===== src/rtl/uart_cmd_pkg.sv =====
// uart_cmd_pkg
//   Shared constants and types for the LED-select UART command responder:
//   frame header default, terminator, reply byte constants, accepted select
//   range and the parser state enum.
//   Optional feature macro used by the design files: UART_RESP_PARITY_EN.
package uart_cmd_pkg;

  localparam logic [7:0] HDR_DEFAULT = 8'h55;
  localparam logic [7:0] TERM        = 8'h0D;

  // Reply bytes: "OK" and "ER"
  localparam logic [7:0] OK_B0 = 8'h4F;
  localparam logic [7:0] OK_B1 = 8'h4B;
  localparam logic [7:0] ER_B0 = 8'h45;
  localparam logic [7:0] ER_B1 = 8'h52;

  // ASCII '0'..'7' are the only select bytes that change the LEDs
  localparam logic [7:0] SEL_MIN = 8'h30;
  localparam logic [7:0] SEL_MAX = 8'h37;

  typedef enum logic [1:0] {
    S_HDR   = 2'd0,
    S_SEL   = 2'd1,
    S_END   = 2'd2,
    S_REPLY = 2'd3
  } state_e;

  function automatic logic sel_in_range(input logic [7:0] sel);
    return (sel >= SEL_MIN) && (sel <= SEL_MAX);
  endfunction

endpackage


===== src/rtl/uart_tx_byte.sv =====
// uart_tx_byte
//   Serializes one byte per load pulse: start(0), 8 data bits LSB first,
//   optional even parity, stop(1). Each bit lasts CLKS_PER_BIT cycles.
//   A load takes effect at once (start bit on tx_o the next cycle), and a
//   load in the same cycle as done_o chains the next byte with no idle gap.
//   Macro: UART_RESP_PARITY_EN adds an even-parity bit (11 bits per byte).
// Ports
//   clk_i    in   1  clock
//   srst_i   in   1  synchronous active-high reset
//   load_i   in   1  start sending data_i
//   data_i   in   8  byte to send
//   tx_o     out  1  serial line, idle high
//   done_o   out  1  high during the last cycle of the stop bit
module uart_tx_byte #(
  parameter int CLKS_PER_BIT = 5208
) (
  input  logic       clk_i,
  input  logic       srst_i,
  input  logic       load_i,
  input  logic [7:0] data_i,
  output logic       tx_o,
  output logic       done_o
);

`ifdef UART_RESP_PARITY_EN
  localparam int NBITS = 11;
`else
  localparam int NBITS = 10;
`endif
  localparam int CNT_W = (CLKS_PER_BIT > 1) ? $clog2(CLKS_PER_BIT) : 1;

  logic [NBITS-1:0] frame_q, frame_d, frame_load;
  logic [CNT_W-1:0] baud_q, baud_d;
  logic [3:0]       bit_q, bit_d;
  logic             active_q, active_d;
  logic             baud_last, bit_last;

  // Whole frame is loaded into a shift register; bit 0 drives the line.
  always_comb begin
`ifdef UART_RESP_PARITY_EN
    frame_load = {1'b1, ^data_i, data_i, 1'b0};
`else
    frame_load = {1'b1, data_i, 1'b0};
`endif
  end

  assign baud_last = (baud_q == CNT_W'(CLKS_PER_BIT - 1));
  assign bit_last  = (bit_q == 4'(NBITS - 1));

  always_comb begin
    frame_d  = frame_q;
    baud_d   = baud_q;
    bit_d    = bit_q;
    active_d = active_q;
    if (load_i) begin
      frame_d  = frame_load;
      baud_d   = '0;
      bit_d    = '0;
      active_d = 1'b1;
    end else if (active_q) begin
      if (baud_last) begin
        baud_d  = '0;
        // shift in ones so the line rests high after the stop bit
        frame_d = {1'b1, frame_q[NBITS-1:1]};
        if (bit_last) begin
          active_d = 1'b0;
        end else begin
          bit_d = bit_q + 4'd1;
        end
      end else begin
        baud_d = baud_q + CNT_W'(1);
      end
    end
  end

  always_ff @(posedge clk_i) begin
    if (srst_i) begin
      frame_q  <= '1;
      baud_q   <= '0;
      bit_q    <= '0;
      active_q <= 1'b0;
    end else begin
      frame_q  <= frame_d;
      baud_q   <= baud_d;
      bit_q    <= bit_d;
      active_q <= active_d;
    end
  end

  assign tx_o   = frame_q[0];
  assign done_o = active_q & baud_last & bit_last;

endmodule


===== src/rtl/uart_cmd_responder.sv =====
// uart_cmd_responder
//   Parses {HDR, SEL, 0x0D} frames from a byte-level UART receiver, updates
//   LED_select for SEL in '0'..'7', and answers "OK" or "ER" on tx. Bytes
//   arriving while a reply is being sent are dropped. A frame that stalls
//   for GAP_CYC cycles between bytes is abandoned without a reply.
//   Macro: UART_RESP_PARITY_EN adds even parity to each reply byte.
// Ports
//   iCLK        in   1  clock
//   RST         in   1  synchronous active-high reset
//   rx_data     in   8  received byte
//   rx_valid    in   1  one-cycle strobe per received byte
//   tx          out  1  serial reply, idle high
//   LED_select  out  3  last accepted select value
//   cmd_valid   out  1  one-cycle pulse per accepted frame (OK or ER)
//   busy        out  1  high while the reply is on the line
//   err_cnt     out  8  saturating count of ER replies
module uart_cmd_responder
  import uart_cmd_pkg::*;
#(
  parameter int         CLK_HZ  = 50_000_000,
  parameter int         BAUD    = 9600,
  parameter logic [7:0] HDR     = HDR_DEFAULT,
  parameter int         GAP_CYC = 1_000_000
) (
  input  logic       iCLK,
  input  logic       RST,
  input  logic [7:0] rx_data,
  input  logic       rx_valid,
  output logic       tx,
  output logic [2:0] LED_select,
  output logic       cmd_valid,
  output logic       busy,
  output logic [7:0] err_cnt
);

  localparam int CLKS_PER_BIT = CLK_HZ / BAUD;
  localparam int GAP_W        = $clog2(GAP_CYC + 1);

  state_e           state_q, state_d;
  logic [7:0]       sel_q, sel_d;
  logic [GAP_W-1:0] gap_q, gap_d;
  logic [2:0]       led_q, led_d;
  logic             cmd_valid_q, cmd_valid_d;
  logic             busy_q, busy_d;
  logic [7:0]       err_q, err_d;
  logic             byte_idx_q, byte_idx_d;   // 0: first reply byte on the line
  logic             reply_err_q, reply_err_d; // current reply is "ER"

  logic       tx_load;
  logic [7:0] tx_data;
  logic       tx_done;

  always_comb begin
    state_d     = state_q;
    sel_d       = sel_q;
    gap_d       = '0;
    led_d       = led_q;
    cmd_valid_d = 1'b0;
    busy_d      = busy_q;
    err_d       = err_q;
    byte_idx_d  = byte_idx_q;
    reply_err_d = reply_err_q;
    tx_load     = 1'b0;
    tx_data     = 8'h00;

    unique case (state_q)
      S_HDR: begin
        if (rx_valid && (rx_data == HDR)) state_d = S_SEL;
      end
      S_SEL: begin
        // any byte is taken as the select, even another header
        if (rx_valid) begin
          sel_d   = rx_data;
          state_d = S_END;
        end
      end
      S_END: begin
        if (rx_valid) begin
          if (rx_data == TERM) begin
            state_d     = S_REPLY;
            cmd_valid_d = 1'b1;
            busy_d      = 1'b1;
            byte_idx_d  = 1'b0;
            tx_load     = 1'b1;
            if (sel_in_range(sel_q)) begin
              led_d       = sel_q[2:0];
              reply_err_d = 1'b0;
              tx_data     = OK_B0;
            end else begin
              reply_err_d = 1'b1;
              tx_data     = ER_B0;
              if (err_q != 8'hFF) err_d = err_q + 8'd1;
            end
          end else begin
            state_d = S_HDR;
          end
        end
      end
      S_REPLY: begin
        // rx_valid is ignored here: bytes during a reply are dropped
        if (tx_done) begin
          if (!byte_idx_q) begin
            byte_idx_d = 1'b1;
            tx_load    = 1'b1;
            tx_data    = reply_err_q ? ER_B1 : OK_B1;
          end else begin
            busy_d  = 1'b0;
            state_d = S_HDR;
          end
        end
      end
      default: state_d = S_HDR;
    endcase

    // Inter-byte gap watchdog, only while mid-frame
    if (((state_q == S_SEL) || (state_q == S_END)) && !rx_valid) begin
      if (gap_q == GAP_W'(GAP_CYC - 1)) begin
        state_d = S_HDR;
      end else begin
        gap_d = gap_q + GAP_W'(1);
      end
    end
  end

  always_ff @(posedge iCLK) begin
    if (RST) begin
      state_q     <= S_HDR;
      sel_q       <= 8'h00;
      gap_q       <= '0;
      led_q       <= 3'd0;
      cmd_valid_q <= 1'b0;
      busy_q      <= 1'b0;
      err_q       <= 8'h00;
      byte_idx_q  <= 1'b0;
      reply_err_q <= 1'b0;
    end else begin
      state_q     <= state_d;
      sel_q       <= sel_d;
      gap_q       <= gap_d;
      led_q       <= led_d;
      cmd_valid_q <= cmd_valid_d;
      busy_q      <= busy_d;
      err_q       <= err_d;
      byte_idx_q  <= byte_idx_d;
      reply_err_q <= reply_err_d;
    end
  end

  uart_tx_byte #(
    .CLKS_PER_BIT(CLKS_PER_BIT)
  ) u_tx (
    .clk_i (iCLK),
    .srst_i(RST),
    .load_i(tx_load),
    .data_i(tx_data),
    .tx_o  (tx),
    .done_o(tx_done)
  );

  assign LED_select = led_q;
  assign cmd_valid  = cmd_valid_q;
  assign busy       = busy_q;
  assign err_cnt    = err_q;

endmodule

===== config.mk =====
export PLATFORM = sky130hd
export DESIGN_NAME = uart_cmd_responder
export DESIGN_NICKNAME = d
export VERILOG_FILES = /design/src/rtl/uart_cmd_pkg.sv /design/src/rtl/uart_tx_byte.sv /design/src/rtl/uart_cmd_responder.sv
export SDC_FILE = /design/constraint.sdc
export NUM_CORES = 1
export LEC_CHECK = 0
export BUFFER_PORTS_ARGS = -buffer_cell sky130_fd_sc_hd__buf_2
export CAP_MARGIN = 20
export CELL_PAD_IN_SITES_DETAIL_PLACEMENT = 2
export CELL_PAD_IN_SITES_GLOBAL_PLACEMENT = 2
export CORE_AREA = 2 2 79 119
export CTS_BUF_LIST = sky130_fd_sc_hd__clkbuf_2
export CTS_CLUSTER_DIAMETER = 100
export DETAILED_ROUTE_END_ITERATION = 10
export DIE_AREA = 0 0 81 121
export PLACE_DENSITY = 0.91
export SLEW_MARGIN = 20
export SYNTH_ARGS = -nofsm -noshare
export SYNTH_HDL_FRONTEND = slang
export SYNTH_SLANG_ARGS = --single-unit

===== constraint.sdc =====
create_clock -name iCLK -period 2.8 [get_ports iCLK]
set_input_delay 0.42 -clock iCLK [delete_from_list [all_inputs] [get_ports iCLK]]
set_output_delay 0.42 -clock iCLK [all_outputs]
set_load 0.005 [all_outputs]

==> reports/metrics.yaml, run 1 <==
outcome: "finished, final reports clean"
worst_slew_pin_slew_ps: 724
io_pins: 25
grt-ovfl-total: 0
cts.sinks: 72
diodes: 0
cts-root-buf: "clkbuf_2"
syn_nets: 396
cts.clk_slew.worst_paths_ps: 210
syn_area_mm2: 0.00329
rsz0062_at_grt: "false"
cts_setup_buffers: 0
finClkSkew_ps: 26.0
crit_chain: "inv_1, ha_1, nand4bb_4, or4_1, buf_4, nor4_1, xnor2_1, nor2_1"
layout_commonest_cell: "dfxtp_1"
max_freq_ghz: 0.410
groute.usage.overall: 0.191
ir_worst_vdd_mv: 0.208
synth.distinct_cells: 48
leakage_nw: 1.23
yosys_warnings: 0
slowest_stage: "or4_1"
die_h_um: 121
cts_max_path_buffers: 2
ant_nets: 0
critPathCaptureType: "flop"
wl_mm: 8.68
setup_ws_ps: 362
crit_type: "reg -> reg"
route.detailed.drc: 0
htreeDepth: 3
powerDensity_mw_per_mm2: 425
initial_core_util: 0.377
critPathTopFamily: "simple AND/OR/NAND/NOR gates"
clk_latency_ps: 510
viasPerCell: 5.37
cts_resized: 0
gp_congestion: 0.781
synth_edf_count: 0
pre_cts_ws_ps: 410
std_cell_rows: 42
avgSynthCellArea_um2: 8.75
crit_buf_inv: 2
holdWs_ps: 132
pwr-share-clk: 0.305
drtIter0Drc: 76
drive_above_1_share: 0.121
final_cell_mix: "dfxtp_1, nor2_1, nand2_1"
slew_headroom: 0.513
setup-tns-final_ps: 0
async_flop_share: 0
area_delta_synth_final_pct: 9.09
grt_first_pass_wirelength_mm: 14.6
holdBufCountCts: 0
core_mm2: 0.00872
grt_max_degree: 33
synthCells: 376
yosysSeqAreaShare: 0.438
wire_per_inst_um: 16.8
grt_pass1_vias: 3007
port_buffers: 24
ys_seq_elements: 72
worstPathMaxFanout: 9
combPwrFrac: 0.022
die_w_um: 81
crit_arrival_ps: 2840
swShare: 0.250
antenna_found_initial: 0
dieArea_mm2: 0.00980
cp.required_ps: 3200
setup_viol: 0
p_sw_mw: 0.381
dp_hpwl_mm: 6.54
ys.flop_type: "dfxtp_1"
cts_tree: "built"
finalHoldViolations: 0
internal-power_mw: 1.15
nets: 421
cts_made_buffers: 9
fillers: 1021
critical_path.max_stage_delay_ps: 620
power_frac_seq: 0.673
hold_path_class: "in -> reg"
fin_crit_sh: 0.871
drv_cap: 0
layout_min_cycle_time_ps: 2440
via_count: 2765
cp-start-kind: "flop"
final-max-slew-violation-count: 0
firstDrtPassIters: 4
[worst reg2reg max path, cell delays in order, from the launching register on]
cell	delay, ps
dfxtp_1	380
inv_1	90
ha_1	260
nand4bb_4	140
or4_1	620
buf_4	240
nor4_1	360
xnor2_1	180
nor2_1	60
[final cells by class]
type                       instances  area (um^2)  area share
tap                              110          138      0.0383
timing repair buffer              28          150      0.0418
clock inverter                     5         25.0     0.00697
clock buffer                      10         50.0      0.0139
sequential                        72         1440       0.402
inverter                           9         33.8     0.00941
multi-input combinational        281         1750       0.488
[metrics by stage]
step | total power, mW | area (um^2) | cells | utilization
4_1_cts | 1.55 | 3590 | 515 | 0.412
2_1_floorplan | 1.06 | 3290 | 376 | -
3_3_place_gp | 1.08 | 3510 | 500 | 0.403
5_1_grt | 1.59 | 3590 | 515 | 0.412
3_5_place_dp | 1.08 | 3510 | 500 | 0.403
6_report | 1.53 | 3590 | 515 | 0.412
[path summary, 6_finish.rpt]
path         depth (start not counted)                       start  slack [ps]                          to
max reg2reg                          8       state_q[0]$_SDFF_PP0_         360     err_cnt[7]$_SDFFE_PP0P_
min                                  3                  rx_data[1]         130       sel_q[1]$_SDFFE_PP0P_
min reg2reg                          2  LED_select[0]$_SDFFE_PP0P_         470  LED_select[0]$_SDFFE_PP0P_
max                                  8       state_q[0]$_SDFF_PP0_         360     err_cnt[7]$_SDFFE_PP0P_
[flip-flops by register name (all words and copies together), names as in the netlist, 2 cells and up]
signal	flops
LED_select	3
u_tx.frame_q	9
err_cnt	8
gap_q	20
sel_q	8
state_q	2
u_tx.bit_q	4
u_tx.baud_q	13
[power groups by stage]
stage	clock network [mW]	registers [mW]	logic, mW
6_report	0.466	1.03	0.0338
3_5_place_dp	0	1.05	0.0343
3_3_place_gp	0	1.05	0.0339
2_1_floorplan	0	1.05	0.0168
5_1_grt	0.529	1.03	0.0376
4_1_cts	0.489	1.03	0.0346
[layer usage]
metal  part of all wire  track usage  up-vias
met5                  0            0        -
met4              0.016       0.0699        0
met3              0.018       0.0335       10
met2               0.57        0.360       19
met1               0.39        0.207     1373
li1                   -            -     1363
[Yosys cell counts (8+ instances only)]
| cell | n | share of area |
|---|---|---|
| clkbuf_1 | 10 | 0.011 |
| nand4_1 | 10 | 0.019 |
| xor2_1 | 19 | 0.051 |
| a21oi_1 | 21 | 0.032 |
| dfxtp_1 | 72 | 0.44 |
| nand2_1 | 46 | 0.052 |
| xnor2_1 | 18 | 0.048 |
| nand3_1 | 20 | 0.030 |
| ha_1 | 9 | 0.034 |
| nor2_1 | 55 | 0.063 |
| and4_1 | 10 | 0.027 |
| inv_1 | 8 | 0.0091 |
[cells by family (layout without fill, tap and decap cells)]
kind of cell	Yosys count	count (layout)	share of synthesized area
xor gates and xnor gates	37	37	0.0985
AOI/OAI and AO/OA	46	46	0.0863
DFF	72	72	0.438
buffers and inverters	23	52	0.0316
and+or+nand+nor	184	184	0.296
muxes	5	5	0.0152
adders and majority gates	9	9	0.0342
Note: power is estimated with default switching activity, not from simulation.
==> run 2, diff against run 1 <==
--- a/config.mk
+++ b/config.mk
@@ -15,6 +15,7 @@
 export DETAILED_ROUTE_END_ITERATION = 10
 export DIE_AREA = 0 0 81 121
 export PLACE_DENSITY = 0.91
+export REMOVE_ABC_BUFFERS = 1
 export SLEW_MARGIN = 20
 export SYNTH_ARGS = -nofsm -noshare
 export SYNTH_HDL_FRONTEND = slang
==> run 2 against run 1 <==
Compared with the run above: sequential share of layout area decreased by 0.36 points; first-iteration DRC count grew 20%; cell count rose by 0.19%; highest routed layer unchanged.
==> reports/metrics.yaml, run 2 (same netlist as run 1, synthesis figures left out) <==
groute.usage.overall: 0.198  # +0.00678
grt.busiest_layer: "met2"
rsz0062_at_grt: "false"
clk_latency_ps: 540  # +30 ps
final-max-slew-violation-count: 0  # unchanged
use_met3: 0.0484  # +0.0149
htreeDepth: 3  # unchanged
grt_pass1_vias: 3162  # +5.2%
cts-root-buf: "clkbuf_2"
slowest_stage: "or4_1"
wire_per_inst_um: 17.2  # +1.9%
outcome: "finished, final reports clean"
slew_headroom: 0.509  # -0.00384
cp-start-kind: "flop"
reg2reg_to: "err_cnt[7]$_SDFFE_PP0P_"
port_buffers: 24  # unchanged
drv_cap: 0  # unchanged
core_mm2: 0.00872  # unchanged
crit_chain: "inv_1, ha_1, nand4bb_4, or4_1, buf_4, nor4_1, xnor2_1, nor2_1"
postPlaceCellArea_mm2: 0.00352  # +0.21%
fillers: 1011  # -0.98%
layout_commonest_cell: "dfxtp_1"
nets: 422  # +0.24%
antenna_found_initial: 0  # unchanged
worstHoldPathCells: 3  # unchanged
dp_hpwl_mm: 6.65  # +1.7%
route.detailed.drc: 0  # unchanged
reg2reg_from: "state_q[0]$_SDFF_PP0_"
finClkSkew_ps: 23.7  # -2.27 ps
setup_viol: 0  # unchanged
std_cell_rows: 42  # unchanged
initial_core_util: 0.377  # unchanged
die_w_um: 81  # unchanged
met1_usage: 0.203  # -0.00413
area_delta_synth_final_pct: 10.1
min_to: "sel_q[0]$_SDFFE_PP0P_"
grt_first_pass_wirelength_mm: 15.0  # +2.6%
drive_above_1_share: 0.126  # +0.00463
reg2regPathDepth: 8  # unchanged
diodes: 0  # unchanged
grtUsageMet2: 0.371  # +0.0108
cts.clk_slew.worst_paths_ps: 200  # about the same
dp.cells: 501  # +0.20%
setup-tns-final_ps: 0  # unchanged
crit_type: "reg -> reg"
holdWs_ps: 103  # -29.2 ps
final_cell_mix: "dfxtp_1, nor2_1, nand2_1"
cts_tree: "built"
finalNonFillerCells: 516  # +0.19%
die_h_um: 121  # unchanged
gp_congestion: 0.779  # -0.32%
leakage_nw: 1.26  # +1.8%
fin_crit_sh: 0.873  # +0.00224
wl_mm: 8.86  # +2.1%
crit_buf_inv: 2  # unchanged
worst_slew_pin_slew_ps: 730  # +5.72 ps
pre_cts_ws_ps: 299  # -110 ps
dieArea_mm2: 0.00980  # unchanged
grt_max_degree: 33  # unchanged
firstDrtPassIters: 4  # unchanged
grt-ovfl-total: 0  # unchanged
crit_arrival_ps: 2900  # +60 ps
finalHoldViolations: 0  # unchanged
reg_top3: "gap_q x20, u_tx.baud_q x13, u_tx.frame_q x9"
critPathTopFamily: "simple AND/OR/NAND/NOR gates"
r2r_slack_ps: 360  # about the same
ant_nets: 0  # unchanged
viasPerCell: 5.48  # +2.2%
ir_worst_vdd_mv: 0.280  # +35%
worstPathMaxFanout: 8  # -1
largest-register: "gap_q"
total_power_mw: 1.63  # +6.7%
max_freq_ghz: 0.409  # -0.26%
hp-start: "rx_data[0]"
cp.required_ps: 3260  # +60 ps
critical_path.max_stage_delay_ps: 650  # +30 ps
cts_setup_buffers: 0  # unchanged
layout_min_cycle_time_ps: 2440  # +6.28 ps
hold_path_class: "in -> reg"
io_pins: 25  # unchanged
powerDensity_mw_per_mm2: 449  # +5.7%
finalInstanceArea_mm2: 0.00362  # +0.91%
drtIter0Drc: 91  # +20%
cts_max_path_buffers: 2  # unchanged
cts.sinks: 72  # unchanged
via_count: 2830  # +2.4%
critPathCaptureType: "flop"
cts_made_buffers: 9  # unchanged
post-route-util: 0.415  # +0.00373
largest_register_ffs: 20  # unchanged
setup_ws_ps: 356  # -6.28 ps
-- run 2: cell count changes in the layout (fill, tap and decap cells not counted) --
cell / previous run / this run
buf_4: 4 / 5
clkinv_2: 2 / 3
bufinv_16: 0 / 1
clkinv_1: 2 / 1
a2111oi_0: 2 / 1
a2111oi_1: 0 / 1
clkinvlp_4: 1 / 0
-- run 2: worst max path at each step --
stage	start	endpoint	slack [ps]	cells past startpoint
CTS	state_q[0]$_SDFF_PP0_	busy$_SDFFE_PP0P_	290	6
detailed placement	state_q[0]$_SDFF_PP0_	busy$_SDFFE_PP0P_	300	6
finish	state_q[0]$_SDFF_PP0_	err_cnt[7]$_SDFFE_PP0P_	360	8
global placement	state_q[0]$_SDFF_PP0_	err_cnt[1]$_SDFFE_PP0P_	480	7
floorplan	state_q[0]$_SDFF_PP0_	busy$_SDFFE_PP0P_	530	6
global route	state_q[1]$_SDFF_PP0_	busy$_SDFFE_PP0P_	180	5
-- run 2: per-layer routing --
layer,share of wire,up-vias,wire length [um]
met5,0,-,0
met4,0.022,0,198
met2,0.56,28,4990
li1,-,1361,-
met3,0.025,15,222
met1,0.39,1426,3440
-- run 2: power breakdown --
| group | switching [mW] | internal [mW] |
|---|---|---|
| Clock | 0.368 | 0.198 |
| Combinational | 0.0232 | 0.0116 |
| Sequential | 0.000103 | 1.03 |
| Total | 0.391 | 1.24 |
-- run 2: worst reg2reg max path: cells and delay by family (launching register included) --
family	cells	cell delay, ps
buffers and inverters	2	340
adder cells (fa/ha/maj)	1	270
XOR/XNOR	1	180
flip-flops	1	380
AND/OR/NAND/NOR	4	1200
-- run 2: layout make-up --
| class | count | area [um^2] | area share |
|---|---|---|---|
| clock inverters | 5 | 48.8 | 0.0135 |
| well taps | 110 | 138 | 0.0380 |
| clock buffers | 10 | 50.0 | 0.0138 |
| repair buffers | 29 | 158 | 0.0435 |
| flip-flops and latches | 72 | 1440 | 0.398 |
| multi-input cells | 281 | 1750 | 0.484 |
| inverters | 9 | 33.8 | 0.00933 |
-- run 2: what timing repair did --
action | in CTS | in global routing
hold buffers | 0 | 0
gates resized for setup | 0 | 1
endpoints found under the setup margin | 0 | 1
hold endpoints to repair | 0 | 0
